## src/rtl/cmos_dvp_pattern_source.sv

```systemverilog
// -----------------------------------------------------------------------------
// cmos_dvp_pattern_source
//
// Camera-side DVP transmitter that stands in for an OV7725-style sensor.
// Produces an 8-bit vsync/href/data stream with fully parameterized frame
// timing and one of four deterministic test patterns, selected per frame.
//
// Frame layout (one line = IMG_HDISP + H_BLANK clocks):
//   VSYNC  : VSYNC_LINES lines, vsync high
//   VBACK  : V_BACK_LINES blank lines
//   ACTIVE : IMG_VDISP lines, href high for the first IMG_HDISP clocks
//   VFRONT : V_FRONT_LINES blank lines, frame_done on the very last clock
// All line-count parameters and H_BLANK are expected to be >= 1.
//
// Ports:
//   clk          in   pixel clock, all logic on the rising edge
//   rst          in   synchronous reset, active-high
//   enable       in   stream frames; only looked at on frame boundaries
//   pattern_sel  in   [1:0] pattern for the next frame, latched as vsync rises
//   cmos_vsync   out  frame sync (high = sync / invalid)
//   cmos_href    out  high while cmos_data carries an active pixel
//   cmos_data    out  [7:0] pixel value, 0 whenever href is low
//   frame_done   out  one-cycle pulse on the last clock of every frame
//   frame_cnt    out  [7:0] completed-frame counter, wraps 255 -> 0
//   busy         out  high whenever a frame is in progress
// -----------------------------------------------------------------------------
module cmos_dvp_pattern_source #(
   parameter int IMG_HDISP     = 640,
   parameter int IMG_VDISP     = 480,
   parameter int H_BLANK       = 144,
   parameter int VSYNC_LINES   = 4,
   parameter int V_BACK_LINES  = 18,
   parameter int V_FRONT_LINES = 3
) (
   input  logic       clk,
   input  logic       rst,
   input  logic       enable,
   input  logic [1:0] pattern_sel,
   output logic       cmos_vsync,
   output logic       cmos_href,
   output logic [7:0] cmos_data,
   output logic       frame_done,
   output logic [7:0] frame_cnt,
   output logic       busy
);

   // ------------------------------------------------------------------
   // Geometry
   // ------------------------------------------------------------------
   localparam int LT = IMG_HDISP + H_BLANK;
   localparam int HW = (LT > 1) ? $clog2(LT) : 1;

   localparam int MAX_A = (VSYNC_LINES > V_BACK_LINES) ? VSYNC_LINES : V_BACK_LINES;
   localparam int MAX_B = (IMG_VDISP > V_FRONT_LINES) ? IMG_VDISP : V_FRONT_LINES;
   localparam int MAX_LINES = (MAX_A > MAX_B) ? MAX_A : MAX_B;
   localparam int LW = (MAX_LINES > 1) ? $clog2(MAX_LINES) : 1;

   localparam logic [HW-1:0] H_LAST      = HW'(LT - 1);
   localparam logic [HW-1:0] H_ACT_END   = HW'(IMG_HDISP);
   localparam logic [LW-1:0] VSYNC_LAST  = LW'(VSYNC_LINES - 1);
   localparam logic [LW-1:0] VBACK_LAST  = LW'(V_BACK_LINES - 1);
   localparam logic [LW-1:0] ACTIVE_LAST = LW'(IMG_VDISP - 1);
   localparam logic [LW-1:0] VFRONT_LAST = LW'(V_FRONT_LINES - 1);

   // ------------------------------------------------------------------
   // FSM encoding
   // ------------------------------------------------------------------
   localparam logic [2:0] ST_IDLE   = 3'd0;
   localparam logic [2:0] ST_VSYNC  = 3'd1;
   localparam logic [2:0] ST_VBACK  = 3'd2;
   localparam logic [2:0] ST_ACTIVE = 3'd3;
   localparam logic [2:0] ST_VFRONT = 3'd4;

   // ------------------------------------------------------------------
   // State. The position registers (state/h_cnt/line_cnt) always describe
   // the cycle currently visible on the output pins: outputs are computed
   // from the *next* position and registered at the same edge, so every
   // output lines up with the position that produced it.
   // ------------------------------------------------------------------
   logic [2:0]    state_reg,    state_next;
   logic [HW-1:0] h_cnt_reg,    h_cnt_next;
   logic [LW-1:0] line_cnt_reg, line_cnt_next;
   logic [1:0]    sel_reg,      sel_next;
   logic [7:0]    frame_cnt_reg, frame_cnt_next;

   logic       vsync_reg, vsync_next;
   logic       href_reg,  href_next;
   logic [7:0] data_reg,  data_next;
   logic       done_reg,  done_next;
   logic       busy_reg,  busy_next;

   logic h_last;
   logic line_last;
   logic start_frame;

   // ------------------------------------------------------------------
   // End-of-line / end-of-state detection
   // ------------------------------------------------------------------
   always_comb begin
      h_last    = (h_cnt_reg == H_LAST);
      line_last = 1'b0;
      case (state_reg)
         ST_VSYNC:  line_last = (line_cnt_reg == VSYNC_LAST);
         ST_VBACK:  line_last = (line_cnt_reg == VBACK_LAST);
         ST_ACTIVE: line_last = (line_cnt_reg == ACTIVE_LAST);
         ST_VFRONT: line_last = (line_cnt_reg == VFRONT_LAST);
         default:   line_last = 1'b0;
      endcase
   end

   // ------------------------------------------------------------------
   // Next-position logic
   // ------------------------------------------------------------------
   always_comb begin
      state_next    = state_reg;
      h_cnt_next    = h_cnt_reg;
      line_cnt_next = line_cnt_reg;
      sel_next      = sel_reg;
      start_frame   = 1'b0;

      if (state_reg == ST_IDLE) begin
         start_frame = enable;
      end else if (!h_last) begin
         h_cnt_next = h_cnt_reg + HW'(1);
      end else begin
         h_cnt_next = '0;
         if (!line_last) begin
            line_cnt_next = line_cnt_reg + LW'(1);
         end else begin
            // line_cnt restarts in every state, so within ACTIVE it is
            // directly the active row index.
            line_cnt_next = '0;
            case (state_reg)
               ST_VSYNC:  state_next = ST_VBACK;
               ST_VBACK:  state_next = ST_ACTIVE;
               ST_ACTIVE: state_next = ST_VFRONT;
               ST_VFRONT: begin
                  // Back-to-back frames: no idle gap when enable stays high.
                  if (enable) begin
                     start_frame = 1'b1;
                  end else begin
                     state_next = ST_IDLE;
                  end
               end
               default:   state_next = ST_IDLE;
            endcase
         end
      end

      // A new frame always starts at the first vsync clock; the pattern is
      // frozen here so mid-frame changes of pattern_sel are ignored.
      if (start_frame) begin
         state_next    = ST_VSYNC;
         h_cnt_next    = '0;
         line_cnt_next = '0;
         sel_next      = pattern_sel;
      end
   end

   // ------------------------------------------------------------------
   // Pattern generation (from the next position)
   // ------------------------------------------------------------------
   logic [7:0] x8;
   logic [7:0] y8;
   logic [7:0] checker_data;
   logic [7:0] pattern_data;

   generate
      if (HW >= 8) begin : g_x_wide
         assign x8 = h_cnt_next[7:0];
      end else begin : g_x_narrow
         assign x8 = {{(8 - HW){1'b0}}, h_cnt_next};
      end

      if (LW >= 8) begin : g_y_wide
         assign y8 = line_cnt_next[7:0];
      end else begin : g_y_narrow
         assign y8 = {{(8 - LW){1'b0}}, line_cnt_next};
      end
   endgenerate

   // 8x8 checkerboard: every bit of the pixel follows the same tile parity.
   genvar gi;
   generate
      for (gi = 0; gi < 8; gi++) begin : g_checker
         assign checker_data[gi] = x8[3] ^ y8[3];
      end
   endgenerate

   always_comb begin
      pattern_data = 8'h00;
      case (sel_next)
         2'd0:    pattern_data = x8;
         2'd1:    pattern_data = y8;
         2'd2:    pattern_data = checker_data;
         default: pattern_data = x8 + y8 + frame_cnt_reg;
      endcase
   end

   // ------------------------------------------------------------------
   // Registered output values
   // ------------------------------------------------------------------
   always_comb begin
      vsync_next = (state_next == ST_VSYNC);
      href_next  = (state_next == ST_ACTIVE) && (h_cnt_next < H_ACT_END);
      data_next  = href_next ? pattern_data : 8'h00;
      done_next  = (state_next == ST_VFRONT) && (h_cnt_next == H_LAST) &&
                   (line_cnt_next == VFRONT_LAST);
      busy_next  = (state_next != ST_IDLE);
      // The counter already shows the new value during the frame_done pulse.
      frame_cnt_next = frame_cnt_reg + {7'd0, done_next};
   end

   always_ff @(posedge clk) begin
      if (rst) begin
         state_reg     <= ST_IDLE;
         h_cnt_reg     <= '0;
         line_cnt_reg  <= '0;
         sel_reg       <= 2'd0;
         frame_cnt_reg <= 8'd0;
         vsync_reg     <= 1'b0;
         href_reg      <= 1'b0;
         data_reg      <= 8'h00;
         done_reg      <= 1'b0;
         busy_reg      <= 1'b0;
      end else begin
         state_reg     <= state_next;
         h_cnt_reg     <= h_cnt_next;
         line_cnt_reg  <= line_cnt_next;
         sel_reg       <= sel_next;
         frame_cnt_reg <= frame_cnt_next;
         vsync_reg     <= vsync_next;
         href_reg      <= href_next;
         data_reg      <= data_next;
         done_reg      <= done_next;
         busy_reg      <= busy_next;
      end
   end

   assign cmos_vsync = vsync_reg;
   assign cmos_href  = href_reg;
   assign cmos_data  = data_reg;
   assign frame_done = done_reg;
   assign frame_cnt  = frame_cnt_reg;
   assign busy       = busy_reg;

endmodule

```

## config.mk

```make
export PLATFORM = sky130hd
export DESIGN_NAME = cmos_dvp_pattern_source
export DESIGN_NICKNAME = d
export VERILOG_FILES = /design/src/rtl/cmos_dvp_pattern_source.sv
export SDC_FILE = /design/constraint.sdc
export NUM_CORES = 1
export LEC_CHECK = 0
export CAP_MARGIN = 20
export CORE_UTILIZATION = 30
export CTS_BUF_LIST = sky130_fd_sc_hd__clkbuf_16
export CTS_CLUSTER_DIAMETER = 60
export CTS_CLUSTER_SIZE = 24
export DETAILED_ROUTE_END_ITERATION = 10
export PLACE_DENSITY_LB_ADDON = 0.2
export SLEW_MARGIN = 10
export SYNTH_ARGS = -nofsm -noshare
export SYNTH_HDL_FRONTEND = slang
export SYNTH_SLANG_ARGS = --single-unit
```

## constraint.sdc

```tcl
create_clock -name clk -period 9.3 [get_ports clk]
set_input_delay 0.93 -clock clk [delete_from_list [all_inputs] [get_ports clk]]
set_output_delay 0.93 -clock clk [all_outputs]
set_load 0.01 [all_outputs]
```

==> summary.txt, run 1 <==
Setup path
  – Critical path launch point type: flip-flop
  – Register-to-Register Path Depth: 18
  – Worst setup startpoint: state_reg[2]
  – Buf+Inv Stages, Crit Path: 1
  – Path length in cells of the critical path: 18
  – Worst R2R Setup Slack: around 4200 ps
  – FF-to-FF Start: state_reg[2]
  – Critical path's slowest cell: dfxtp_1
  – Data arrival, critical path: 5300 ps
  – Critical path's largest stage delay: roughly 570 ps
  – Crit Path Max Fanout: 14
  – Reg2reg end: cmos_data[7]
  – CP top delay family: compound AO/OA/AOI/OAI gates
  – Crit path kind: reg -> reg
  – CP Cell Sequence: or3b_1 > a31oi_1 > o211ai_4 > o31ai_2 > and2_1 > a21oi_1 > fa_1 > ha_1 > inv_1 > fa_1 > nor2b_1 > o21ai_0 > a21boi_0 > o21a_1 > nor2_1 > xnor2_1 > xnor3_1 > o221a_1
  – Critical path data required time: 9480 ps
  – CP dominant cell by count: fa_1
  – CP endpoint: cmos_data[7]
  – CP endpoint kind: flip-flop

Detailed routing
  – Avg WL per Cell: 15.3 um
  – First-pass DRT Iterations: 6
  – DRT iter0 DRCs: 106
  – Final WL: 7650 um
  – Routed Antenna Nets: 0
  – Vias: 2,545
  – Vias per cell: between 5 and 6
  – DRC viols: 0

Floorplan
  – Die width: 104 um
  – I/O pin cnt: 25
  – Die Ht: 104 um
  – Row cnt: 36
  – Initial Util: 0.314
  – CORE AREA: 9860 um^2
  – Full die area: ~11,000 um^2

Outcome
  – Status: finished, final reports clean

Synth
  – Library cells used by synthesis: 66
  – Sequential fraction of the synthesis area: 0.285
  – Post-synth ARST share: 0
  – Syn Inst Count: 354
  – Mean Syn Cell Area: 8.74 um^2
  – Top FF cell, synth: dfxtp_1
  – Synthesized Nets: about 380
  – YS warnings: 0
  – Cell area after synthesis: 3090 um^2
  – Register bit count reported by yosys: 44
  – Number of enable flip-flop cells after synthesis: 0

Placement
  – Number of port buffers: 24
  – Area of placed instances: approximately 3400 um^2
  – Gpl congestion: 0.874
  – DPL Wire Length: 5810 um

Clock tree
  – CTS clk-pin slew, worst paths: 60 ps
  – Post_cts resized: 0
  – Post-CTS Hold Buffers: 0
  – Clock Tree Buf Depth: 2
  – Cts bufs inserted: 5
  – CTS tree: yes
  – H-tree depth: 2
  – Clk sinks: 44
  – CTS root buf: clkbuf_16
  – Clock insertion delay at the later pin of the skew report: ~280 ps
  – Setup bufs post-CTS: 0

Global route
  – Vias in the first global route: about 2.5k
  – Total congestion overflow: 0
  – GRT Util Overall: 0.149
  – Initial antenna violation count: 0
  – Largest net degree at the start of global routing: 37
  – First-pass GRT wire length: around 13,000 um

Final layout
  – Share of post-route cells with drive strength above 1: 0.0872
  – Most common cell after layout, fill and taps aside: dfxtp_1
  – # diodes: 0
  – Multi-input logic area: 2060 um^2
  – Fin nets: 390
  – Most frequent cells in the layout: 44 x dfxtp_1, 36 x nor2_1, 24 x clkdlybuf4s50_1
  – P&R area growth vs syn: 14.6%
  – Reg area: between 800 and 900 um^2
  – Fillers: approximately 1k
  – Finished Cell Area: 3540 um^2
  – Max FFs per register: 10

Power and ir drop
  – Design Power: roughly 0.40 mW
  – Leakage: 1.37 nW
  – PwrDens: 113 nW/um^2
  – Maximum VDD drop: 83.5 uV

Timing
  – FMAX: 0.195 GHz
  – Max-slew headroom: 0.405
  – Final count of pins violating max slew: 0
  – Final setup TNS: 0 ps
  – Post-Route Skew: 6.26 ps
  – Hold Fails Final Rpt: 0
  – RSZ-0062 raised after global routing: no
  – Tmin final: 5130 ps
  – Actual slew at the worst max-slew pin: 887 ps
  – Final setup violation count: 0
  – Final Cycle Share: 0.551

Run
  – Max Cap Violations: 0

Worst hold path
  – Worst min path class: reg -> reg
through the flow:
step	util	hold WS, ps	std cells	setup WS, ps
2_1_floorplan	-	495	354	4910
3_3_place_gp	0.345	556	493	4110
3_5_place_dp	0.345	552	493	4010
4_1_cts	0.359	566	500	4170
5_1_grt	0.359	597	500	3680
6_report	0.359	574	500	4170
how the worst min path moves through the flow:
stage / from / to / cells after the start
2_1_floorplan: sel_reg[1] / sel_reg[1] / 2
3_3_place_gp: sel_reg[1] / sel_reg[1] / 2
3_5_place_dp: sel_reg[1] / sel_reg[1] / 2
4_1_cts: sel_reg[1] / sel_reg[1] / 2
5_1_grt: sel_reg[1] / sel_reg[1] / 2
6_report: sel_reg[1] / sel_reg[1] / 2
Yosys cell counts, drive strengths merged, types with 7 or more instances:
cell     n  area share
o21ai   11       0.018
buf      8       0.019
a21oi   15       0.024
o221a    7       0.025
dfxtp   44        0.28
xor2    20       0.057
clkbuf  11       0.013
nand2   19       0.024
nor2b    9       0.018
fa       7       0.045
nand3   19       0.031
inv     14       0.017
nor2    37       0.046
nor3    19       0.041
ha      11       0.044
xnor2   15       0.042
worst register-to-register path, stage by stage, from the launching register on:
cell and delay, ps:
dfxtp_1 570, or3b_1 450, a31oi_1 250, o211ai_4 150
o31ai_2 430, and2_1 450, a21oi_1 160, fa_1 520
ha_1 180, inv_1 60, fa_1 390, nor2b_1 120
o21ai_0 100, a21boi_0 270, o21a_1 150, nor2_1 50
xnor2_1 190, xnor3_1 340, o221a_1 200
layer usage:
layer	share of wire	GRT usage	up-vias
li1	-	-	1286
met1	0.50	0.205	1211
met2	0.46	0.240	42
met3	0.024	0.0208	6
met4	0.013	0.0476	0
met5	0	0	-
logic make-up (layout without fill, tap and decap cells):
kind of cell             after synthesis  count (layout)  share of synthesized area
buffers and inverters                 33              46                     0.0498
AND/OR/NAND/NOR                      145             145                      0.256
XOR/XNOR                              36              36                      0.106
multiplexers                           8               8                     0.0320
flip-flops                            44              44                      0.285
AO/OA/AOI/OAI                         70              70                      0.181
adder cells (fa/ha/maj)               18              18                     0.0898
area by class of cell:
cell class | count | share of cell area
clock inverter | 2 | 0.00353
sequential | 44 | 0.249
multi-input combinational | 277 | 0.581
timing repair buffer | 25 | 0.0699
inverter | 14 | 0.0148
tap | 133 | 0.0470
clock buffer | 5 | 0.0353
where the power goes:
part	total [mW]	internal (mW)	switching (mW)
clock network	0.170	0.0975	0.0723
registers	0.194	0.191	0.00313
logic	0.0367	0.0141	0.0226
total	0.400	0.302	0.0980
Note: power is estimated with default switching activity, not from simulation.
==> run 2: changes to the inputs <==
clock period = 4.1 ns   (was 9.3 ns; I/O delays follow)
==> run 2 against run 1 <==
Effect of this change:
- total power grew 150%
- die area is the same
- cell area grew 12%
- clock skew is essentially flat
- final cell count grew 7.6%
- global-route usage grew 1.1 points
- setup slack lost 4100 ps
- largest cell class unchanged
- core utilization grew 4.2 points
- maximum frequency grew 27%
- via count grew 5.7%
- sequential share of layout area shrank 2.6 points
- wire length grew 7.4%
==> summary.txt, run 2 (synthesis results as in run 1) <==
Timing
  – Final setup TNS: 0 ps (unchanged)
  – FMAX: 0.249 GHz (+27%)
  – RSZ-0062 raised after global routing: yes
  – Post-Route Skew: 5.89 ps (-0.369 ps)
  – Hold WS: 569 ps (-5.06 ps)
  – Final Cycle Share: 0.981 (+0.430)
  – Tmin final: 4020 ps (-1110 ps)
  – Hold Fails Final Rpt: 0 (unchanged)
  – Final count of pins violating max slew: 0 (unchanged)
  – Setup slack after layout: 79.2 ps (-4090 ps)
  – Final setup violation count: 0 (unchanged)
  – Max-slew headroom: 0.487 (+0.0818)
  – Actual slew at the worst max-slew pin: 766 ps (-121 ps)

Detailed routing
  – DRC viols: 0 (unchanged)
  – Avg WL per Cell: 15.3 um (-0.18%)
  – Vias: 2,691 (+5.7%)
  – First-pass DRT Iterations: 4 (-2)
  – DRT iter0 DRCs: 117 (+10%)
  – Routed Antenna Nets: 0 (unchanged)
  – Vias per cell: 5.00 (-1.7%)
  – Final WL: 8220 um (+7.4%)

Clock tree
  – CTS root buf: clkbuf_16
  – CTS tree: yes
  – H-tree depth: 2 (unchanged)
  – Clock insertion delay at the later pin of the skew report: 280 ps (about the same)
  – Clk sinks: 44 (unchanged)
  – Clock Tree Buf Depth: 2 (unchanged)
  – Post-CTS Hold Buffers: 0 (unchanged)
  – CTS clk-pin slew, worst paths: 70 ps (about the same)
  – Cts bufs inserted: 5 (unchanged)

Floorplan
  – Die Ht: 104 um (unchanged)
  – Row cnt: 36 (unchanged)
  – I/O pin cnt: 25 (unchanged)
  – Full die area: 10,700 um^2 (unchanged)
  – Initial Util: 0.314 (unchanged)
  – CORE AREA: 9860 um^2 (unchanged)
  – Die width: 104 um (unchanged)

Global route
  – Vias in the first global route: 2,733 (+11%)
  – Largest net degree at the start of global routing: 36 (-2.7%)
  – GRT Util Overall: 0.160 (+0.0114)
  – First-pass GRT wire length: 13,800 um (+8.1%)
  – Total congestion overflow: 0 (unchanged)
  – Initial antenna violation count: 0 (unchanged)

Final layout
  – P&R area growth vs syn: 27.9%
  – # diodes: 0 (unchanged)
  – Most frequent cells in the layout: 43 x dfxtp_1, 37 x buf_4, 36 x nor2_1
  – Most common cell after layout, fill and taps aside: dfxtp_1
  – Fin nets: 427 (+9.5%)
  – Share of post-route cells with drive strength above 1: 0.202 (+0.115)
  – Max FFs per register: 10 (unchanged)

Outcome
  – Status: finished, final reports clean

Worst hold path
  – Worst min path class: reg -> reg

Setup path
  – Crit path kind: reg -> reg
  – Crit Path Max Fanout: 6 (-8)
  – CP endpoint kind: flip-flop
  – Data arrival, critical path: 4200 ps (-1100 ps)
  – Critical path data required time: 4270 ps (-5210 ps)
  – Critical path launch point type: flip-flop

Placement
  – Gpl congestion: 0.820 (-6.3%)
  – DPL Wire Length: 6430 um (+11%)
  – Number of port buffers: 24 (unchanged)
  – Worst slack, placed: 10.3 ps (-4000 ps)

Run
  – Max Cap Violations: 0 (unchanged)

Power and ir drop
  – PwrDens: 251 nW/um^2 (+120%)
  – Maximum VDD drop: 140 uV (+68%)
  – Leakage: 1.60 nW (+17%)
[run 2: cell types whose count changed in the layout (fill, tap and decap cells not counted), moves of 2 or more]
cell,before,now
buf_4,1,37
and2_1,4,2
and2_4,0,2
nor3_2,4,2
nor3_4,1,3
o31ai_2,2,0
o31ai_4,0,2
[run 2: timing repair]
item	in CTS	in global routing
endpoints found under the setup margin	1	5
pin swaps	0	6
gates resized for setup	1	11
buffers inserted	0	4
[run 2: critical path: stages (launching register included)]
cell	delay, ps
dfxtp_2	340
or4b_4	530
o211ai_2	100
o211ai_4	130
o31ai_4	350
and2_4	210
a21oi_1	60
fa_1	500
ha_2	180
inv_1	50
fa_2	350
nor2b_2	130
o21ai_2	70
a21boi_2	150
o21a_1	130
nor2_1	40
xnor2_1	140
xnor3_1	230
o221a_1	210
[run 2: power breakdown]
group	switching, mW	internal (mW)	leakage [nW]
Combinational	0.0569	0.0447	1.16
Sequential	0.00473	0.432	0.356
Clock	0.168	0.286	0.0814
[run 2: layer usage]
metal | track usage | vias to the layer above | share of wire
li1 | - | 1350 | -
met1 | 0.216 | 1310 | 0.48
met2 | 0.274 | 26 | 0.48
met3 | 0.0195 | 5 | 0.027
met4 | 0.0331 | 0 | 0.0061
met5 | 0 | - | 0
[run 2: final cells by class]
type                    instances  area [um^2]
fillers                      1023         5910
multi-input cells             277         2150
flip-flops and latches         44          882
repair buffers                 62          538
well taps                     133          166
clock buffers                   5          125
inverters                      14         52.6
clock inverters                 3         42.5
[run 2: final timing paths]
kind / from / endpoint / slack, ps / depth (start not counted)
min reg2reg: sel_reg[1] / sel_reg[1] / 570 / 2
max: state_reg[2] / cmos_data[7] / 80 / 18
min: sel_reg[1] / sel_reg[1] / 570 / 2
max reg2reg: state_reg[2] / cmos_data[7] / 80 / 18
[run 2: through the flow]
step	util	cells	total power, mW	area (um^2)
after global placement	0.374	526	0.544	3690
after global routing	0.401	538	1.03	3960
after detailed placement	0.374	526	0.544	3690
after floorplan	-	354	0.510	3130
final	0.401	538	0.993	3960
after CTS	0.392	534	0.999	3860
